$ cat src/rtl/pmo_event_sched_pkg.sv
// Shared definitions for the PMO event scheduler and the screen controller.
//   - EV_* event codes carried on ev_code
//   - SRC_* indices into the pending/edge bit vectors (also the priority order,
//     lowest index = highest priority)
//   - FSM state type
//   - helpers mapping between source index, event code and one-hot vectors
package pmo_event_sched_pkg;

   localparam int unsigned NSRC = 11;

   localparam int unsigned SRC_GO     = 0;
   localparam int unsigned SRC_WAKE   = 1;
   localparam int unsigned SRC_TOUCH  = 2;
   localparam int unsigned SRC_PET    = 3;
   localparam int unsigned SRC_EXPECT = 4;
   localparam int unsigned SRC_PRESS  = 5;
   localparam int unsigned SRC_UP     = 6;
   localparam int unsigned SRC_DOWN   = 7;
   localparam int unsigned SRC_LEFT   = 8;
   localparam int unsigned SRC_RIGHT  = 9;
   localparam int unsigned SRC_SLEEP  = 10;

   localparam logic [3:0] EV_NONE   = 4'd0;
   localparam logic [3:0] EV_WAKE   = 4'd1;
   localparam logic [3:0] EV_TOUCH  = 4'd2;
   localparam logic [3:0] EV_PET    = 4'd3;
   localparam logic [3:0] EV_EXPECT = 4'd4;
   localparam logic [3:0] EV_PRESS  = 4'd5;
   localparam logic [3:0] EV_UP     = 4'd6;
   localparam logic [3:0] EV_DOWN   = 4'd7;
   localparam logic [3:0] EV_LEFT   = 4'd8;
   localparam logic [3:0] EV_RIGHT  = 4'd9;
   localparam logic [3:0] EV_SLEEP  = 4'd10;
   localparam logic [3:0] EV_GO     = 4'd11;

   // Sources still eligible while the pet sleeps: GO, WAKE, TOUCH, PRESS.
   localparam logic [NSRC-1:0] SLEEP_MASK = 11'b000_0010_0111;

   typedef enum logic [1:0] {
      S_IDLE,
      S_OFFER,
      S_COOL
   } state_e;

   // Source index -> event code (codes equal the index except GO).
   function automatic logic [3:0] src_code(input int unsigned idx);
      return (idx == SRC_GO) ? EV_GO : 4'(idx);
   endfunction

   // Highest-priority set bit -> event code; EV_NONE when nothing is set.
   function automatic logic [3:0] pick_code(input logic [NSRC-1:0] elig);
      logic [3:0] code;
      code = EV_NONE;
      for (int unsigned i = 0; i < NSRC; i++) begin
         if (elig[NSRC-1-i]) code = src_code(NSRC-1-i);
      end
      return code;
   endfunction

   // Event code -> one-hot source vector (all zero for EV_NONE/unknown codes).
   function automatic logic [NSRC-1:0] code_onehot(input logic [3:0] code);
      logic [NSRC-1:0] oh;
      oh = '0;
      for (int unsigned i = 0; i < NSRC; i++) begin
         oh[i] = (src_code(i) == code);
      end
      return oh;
   endfunction

endpackage

$ cat src/rtl/pmo_event_sched_tick_gen.sv
// Millisecond prescaler: counts 0..TICK_CYC-1 and pulses tick_o for one
// cycle on the terminal count.
//   clk_i   system clock
//   rst_i   asynchronous active-high reset
//   tick_o  one-cycle pulse every TICK_CYC cycles
module pmo_tick_gen #(
   parameter int unsigned TICK_CYC = 100_000
) (
   input  logic clk_i,
   input  logic rst_i,
   output logic tick_o
);

   localparam int unsigned W = (TICK_CYC > 1) ? $clog2(TICK_CYC) : 1;

   logic [W-1:0] cnt_q, cnt_d;
   logic         wrap;

   always_comb begin
      wrap  = (cnt_q == W'(TICK_CYC - 1));
      cnt_d = wrap ? '0 : cnt_q + W'(1);
   end

   always_ff @(posedge clk_i or posedge rst_i) begin
      if (rst_i) cnt_q <= '0;
      else       cnt_q <= cnt_d;
   end

   assign tick_o = wrap;

endmodule

$ cat src/rtl/pmo_event_sched.sv
// Event scheduler between the PMO sensor blocks and the screen controller.
// Turns level sensor flags into single events, arbitrates them by fixed
// priority, offers one at a time over valid/ready, enforces a cooldown after
// each accepted event and raises SLEEP after a period of inactivity.
//   clk, rst             clock, asynchronous active-high reset
//   go                   one-cycle go pulse
//   awaking..right       level sensor/joystick flags
//   ev_valid/ev_ready    event handshake to the screen controller
//   ev_code              event code, valid while ev_valid=1
//   busy                 FSM not idle
//   sleeping             pet is asleep
module pmo_event_sched
   import pmo_event_sched_pkg::*;
#(
   parameter int unsigned TICK_CYC     = 100_000,
   parameter int unsigned COOLDOWN_CYC = 20_000_000,
   parameter int unsigned IDLE_MS      = 30_000
) (
   input  logic       clk,
   input  logic       rst,
   input  logic       go,
   input  logic       awaking,
   input  logic       touched,
   input  logic       petting,
   input  logic       expecting,
   input  logic       pressed,
   input  logic       up,
   input  logic       down,
   input  logic       left,
   input  logic       right,
   output logic       ev_valid,
   input  logic       ev_ready,
   output logic [3:0] ev_code,
   output logic       busy,
   output logic       sleeping
);

   localparam int unsigned CW = (COOLDOWN_CYC > 1) ? $clog2(COOLDOWN_CYC + 1) : 1;

   state_e          state_q, state_d;
   logic            ev_valid_q, ev_valid_d;
   logic [3:0]      ev_code_q, ev_code_d;
   logic [CW-1:0]   cool_q, cool_d;
   logic [15:0]     idle_q, idle_d;
   logic            sleep_q, sleep_d;
   logic            arm_q;
   logic [NSRC-1:0] prev_q, pend_q, pend_d;
   logic [NSRC-1:0] lvl, rise, set, clr, elig, xfer_oh;
   logic            xfer, tick, sleep_raise;

   pmo_tick_gen #(.TICK_CYC(TICK_CYC)) u_tick (
      .clk_i  (clk),
      .rst_i  (rst),
      .tick_o (tick)
   );

   // GO and SLEEP have no level input; their slots stay zero here.
   assign lvl  = {1'b0, right, left, down, up, pressed, expecting, petting,
                  touched, awaking, 1'b0};
   assign xfer = ev_valid_q & ev_ready;
   assign xfer_oh = code_onehot(ev_code_q);

   // Edges are ignored until prev has sampled the inputs once after reset, so
   // levels already high at reset release produce no event until they toggle.
   assign rise = lvl & ~prev_q & {NSRC{arm_q}};

   // Idle counter: cleared by any non-SLEEP transfer, saturates at IDLE_MS and
   // raises SLEEP once on reaching it.
   always_comb begin
      idle_d      = idle_q;
      sleep_raise = 1'b0;
      if (xfer && ev_code_q != EV_SLEEP) begin
         idle_d = '0;
      end else if (tick && idle_q != 16'(IDLE_MS)) begin
         idle_d      = idle_q + 16'd1;
         sleep_raise = (idle_d == 16'(IDLE_MS)) && !sleep_q;
      end
   end

   // Pending bank: set wins over clear when an edge lands in the transfer cycle.
   always_comb begin
      set = rise;
      set[SRC_GO]    = go;
      set[SRC_SLEEP] = sleep_raise;
      clr    = xfer ? xfer_oh : '0;
      pend_d = (pend_q & ~clr) | set;
      if (sleep_q) pend_d = pend_d & SLEEP_MASK;
      elig = sleep_q ? (pend_q & SLEEP_MASK) : pend_q;
   end

   always_comb begin
      sleep_d = sleep_q;
      if (xfer) begin
         if (ev_code_q == EV_SLEEP)              sleep_d = 1'b1;
         else if ((xfer_oh & SLEEP_MASK) != '0)  sleep_d = 1'b0;
      end
   end

   always_comb begin
      state_d    = state_q;
      ev_valid_d = ev_valid_q;
      ev_code_d  = ev_code_q;
      cool_d     = cool_q;
      case (state_q)
         S_IDLE: begin
            if (elig != '0) begin
               ev_valid_d = 1'b1;
               ev_code_d  = pick_code(elig);
               state_d    = S_OFFER;
            end
         end
         S_OFFER: begin
            if (ev_ready) begin
               ev_valid_d = 1'b0;
               cool_d     = '0;
               state_d    = S_COOL;
            end
         end
         S_COOL: begin
            if (cool_q == CW'(COOLDOWN_CYC - 1)) state_d = S_IDLE;
            else                                 cool_d  = cool_q + CW'(1);
         end
         default: state_d = S_IDLE;
      endcase
   end

   always_ff @(posedge clk or posedge rst) begin
      if (rst) begin
         state_q    <= S_IDLE;
         ev_valid_q <= 1'b0;
         ev_code_q  <= EV_NONE;
         cool_q     <= '0;
         idle_q     <= '0;
         sleep_q    <= 1'b0;
         arm_q      <= 1'b0;
         prev_q     <= '0;
         pend_q     <= '0;
      end else begin
         state_q    <= state_d;
         ev_valid_q <= ev_valid_d;
         ev_code_q  <= ev_code_d;
         cool_q     <= cool_d;
         idle_q     <= idle_d;
         sleep_q    <= sleep_d;
         arm_q      <= 1'b1;
         prev_q     <= lvl;
         pend_q     <= pend_d;
      end
   end

   assign ev_valid = ev_valid_q;
   assign ev_code  = ev_code_q;
   assign busy     = (state_q != S_IDLE);
   assign sleeping = sleep_q;

endmodule

$ cat config.mk
export PLATFORM = sky130hd
export DESIGN_NAME = pmo_event_sched
export DESIGN_NICKNAME = d
export VERILOG_FILES = /design/src/rtl/pmo_event_sched_pkg.sv /design/src/rtl/pmo_event_sched_tick_gen.sv /design/src/rtl/pmo_event_sched.sv
export SDC_FILE = /design/constraint.sdc
export NUM_CORES = 1
export LEC_CHECK = 0
export BUFFER_PORTS_ARGS = -buffer_cell sky130_fd_sc_hd__clkbuf_2
export CORE_AREA = 2 2 99 101
export DETAILED_ROUTE_END_ITERATION = 10
export DIE_AREA = 0 0 101 103
export PLACE_DENSITY = 0.65
export SLEW_MARGIN = 25
export SYNTH_ARGS = -nofsm -noshare
export SYNTH_HDL_FRONTEND = slang
export SYNTH_HIERARCHICAL = 1
export SYNTH_SLANG_ARGS = --single-unit
$ cat constraint.sdc
create_clock -name clk -period 2.6 [get_ports clk]
set_input_delay 0.26 -clock clk [delete_from_list [all_inputs] [get_ports clk]]
set_output_delay 0.26 -clock clk [all_outputs]
set_load 0.1 [all_outputs]
==> metrics <==
outcome=completed; clk root buf=clkbuf_8; top post-synthesis cells by area=dfrtp_1, xnor2_1, nor2_1; Starting Density=0.478; layout cells sized above 1=0.125; Synth area leader=dfrtp_1; number of global-route vias before repair=3464; Synth async-reset ratio=1.00; final critical-path share of the clock period=0.822; total track usage=0.192; DRC=0; Wirelength per Cell=15.2 um; initial antenna violation count=0; routed wire length=9260 um; CTS clk-pin slew, worst paths=0.09 ns; worst reg2reg endpoint=idle_q[15]$_DFFE_PP0P_; FP Rows=36; Fillers=832; ys flop type=dfrtp_1; CTS tree=done; R2R depth=9; via count=3511; Worst Setup Path Type=reg2reg; Worst Hold Depth=1; PD cells=491 mW/mm2; HPWL Detailed=6550 um; Final GP Congestion=0.850; RSZ-0062 raised after global routing=false; setup tns final=0 ns; Clock Path Buffers=2; Static Leak=1.95 nW; Clock Latency Late Sink=0.38 ns; sequential fraction of the synthesis area=0.481; CTS Sinks=87; post_cts resized=0; top cell type's share of synthesized area=0.481; Core Footprint=0.00946 mm2; CP Max Fanout=10; clock skew=0.00672 ns; WHS=0.0117 ns; yosys warns=6; Post-CTS Setup Inserts=0; port buffer count=19; die area=0.0104 mm2; worst rel slew slack=0.484; Slew Viols, Final=0; Mapped Cells=459; Max Cap Viol=0; fin nets=509; Post-Syn Area=0.00452 mm2; first-pass GRT wire length=16000 um; Hold WC Path Type=in2reg; syn_nets=476; WHS Endpoint=prev_q[9]$_DFF_PP0_; Crit path required time=2.87 ns; Setup Viol. Count Final=0; drt initial violations=155; Max VDD drop=0.000254 V; Slew @ Worst Pin=0.773 ns; Hold Path Origin=right; post-cts hold buffer count=9; reg2reg setup slack=0.46 ns; Num CTS Buffers=9; Final Hold Viols=0; largest net degree at the start of global routing=37; EDFF count, synth=0; Die X=101 um; # H-tree levels=3; router iterations before antenna repair=4; IO Pins=20; post-route ant nets=0; synth unique cells=54; Reg2Reg Launch Point=u_tick/cnt_q[0]$_DFF_PP0_; Seq cells post-synth=87; Worst EP arrival=2.40 ns; crit path launch type=flip-flop; Tmin final=2.14 ns; routed vias/inst=5.75; antenna cells=0; Syn Area/Cell=9.85 um2; Area Growth Syn to Fin=11.8%; Chip Height=103 um; Peak Freq=468 MHz; grt ovf=0; Critical Path End Type=flip-flop
## metal layers
layer  track usage  part of all wire  vias up
met4        0.0936             0.020        0
met2         0.315              0.48       77
met1         0.250              0.47     1708
met5             0                 0        -
met3        0.0312             0.033       15
li1              -                 -     1711
## Yosys cell counts (4+ instances only)
library cell and number:
and3_1 4, o31ai_1 9, nor2b_1 4, a21oi_1 15
clkbuf_1 6, nor3_2 6, nor4_1 8, nand3_1 19
nor2_1 55, nand2_1 35, xor2_1 12, a31oi_1 4
nand2b_1 4, o21ai_0 14, inv_1 21, buf_2 5
and4_1 6, o211ai_1 5, nor3_1 15, or3_1 5
nand4_1 18, nand3b_1 11, or4_1 6, buf_6 4
ha_1 4, dfrtp_1 87, xnor2_1 33
## layout by cell type, fill, tap and decap left out, types with 6 or more instances in the layout
cell / n
dfrtp_1: 87
nor2_1: 55
nand2_1: 35
xnor2_1: 33
inv_1: 20
nand3_1: 19
clkbuf_2: 19
nand4_1: 18
a21oi_1: 15
nor3_1: 15
o21ai_0: 14
xor2_1: 12
nand3b_1: 11
o31ai_1: 9
clkbuf_8: 9
dlygate4sd3_1: 9
nor4_1: 8
buf_4: 8
and4_1: 6
or4_1: 6
nor3_2: 6
## through the flow
step	setup slack, ns	total power [mW]	util	instance area [um2]	std cells
floorplan	0.388	1.42	-	4520	459
global placement	0.544	1.45	0.502	4750	586
detailed placement	0.457	1.45	0.502	4750	586
CTS	0.444	2.51	0.535	5060	611
global route	0.248	2.57	0.535	5060	611
finish	0.464	2.48	0.535	5060	611
## kinds of logic after synthesis
kind of cell    count (synthesis)  synth area share
xor+xnor                       45            0.0872
flops                          87             0.481
other cells                     1          0.000829
mux                             2           0.00443
compound gates                 67             0.105
simple gates                  217             0.272
fa+ha+maj                       4            0.0111
buf+inv                        36            0.0379
## registers in the layout, indices dropped and copies added, names as in the netlist
name / count
pend_q: 11
u_tick/cnt_q: 17
prev_q: 9
idle_q: 16
ev_code: 4
sleeping: 1
state_q: 2
ev_valid: 1
arm_q: 1
cool_q: 25
## worst max path at each step
stage / start / to / slack (ns) / cells after the start
6_report: u_tick/cnt_q[0]$_DFF_PP0_ / idle_q[15]$_DFFE_PP0P_ / 0.46 / 9
5_1_grt: u_tick/cnt_q[0]$_DFF_PP0_ / idle_q[15]$_DFFE_PP0P_ / 0.25 / 9
4_1_cts: u_tick/cnt_q[0]$_DFF_PP0_ / idle_q[15]$_DFFE_PP0P_ / 0.44 / 9
3_5_place_dp: u_tick/cnt_q[0]$_DFF_PP0_ / idle_q[15]$_DFFE_PP0P_ / 0.46 / 9
3_3_place_gp: u_tick/cnt_q[0]$_DFF_PP0_ / idle_q[15]$_DFFE_PP0P_ / 0.54 / 9
2_1_floorplan: ev_code[3]$_DFFE_PP0P_ / pend_q[10]$_DFF_PP0_ / 0.39 / 5
## critical path, stage by stage (launching register included)
cell and delay, ns:
dfrtp_1 0.40, ha_1 0.22, nand3_1 0.12, nor2_1 0.19
and4_1 0.28, o41ai_4 0.10, buf_4 0.18, nor4_1 0.34
xnor2_1 0.16, nor2_1 0.05
## layout make-up
type / instances / area (um2) / share of cell area
clock buffer: 9 / 124 / 0.0245
clock inverter: 7 / 96.3 / 0.0190
inverter: 21 / 78.8 / 0.0156
multi-input combinational: 336 / 2170 / 0.430
sequential: 87 / 2180 / 0.430
tap: 114 / 143 / 0.0282
timing repair buffer: 37 / 265 / 0.0524
## where the power goes
group	leakage, nW	switching [mW]	internal, mW
logic	0.798	0.0414	0.0245
registers	1.05	0.00404	1.36
clock network	0.102	0.510	0.542
total	1.95	0.556	1.93
Note: power is estimated with default switching activity, not from simulation.
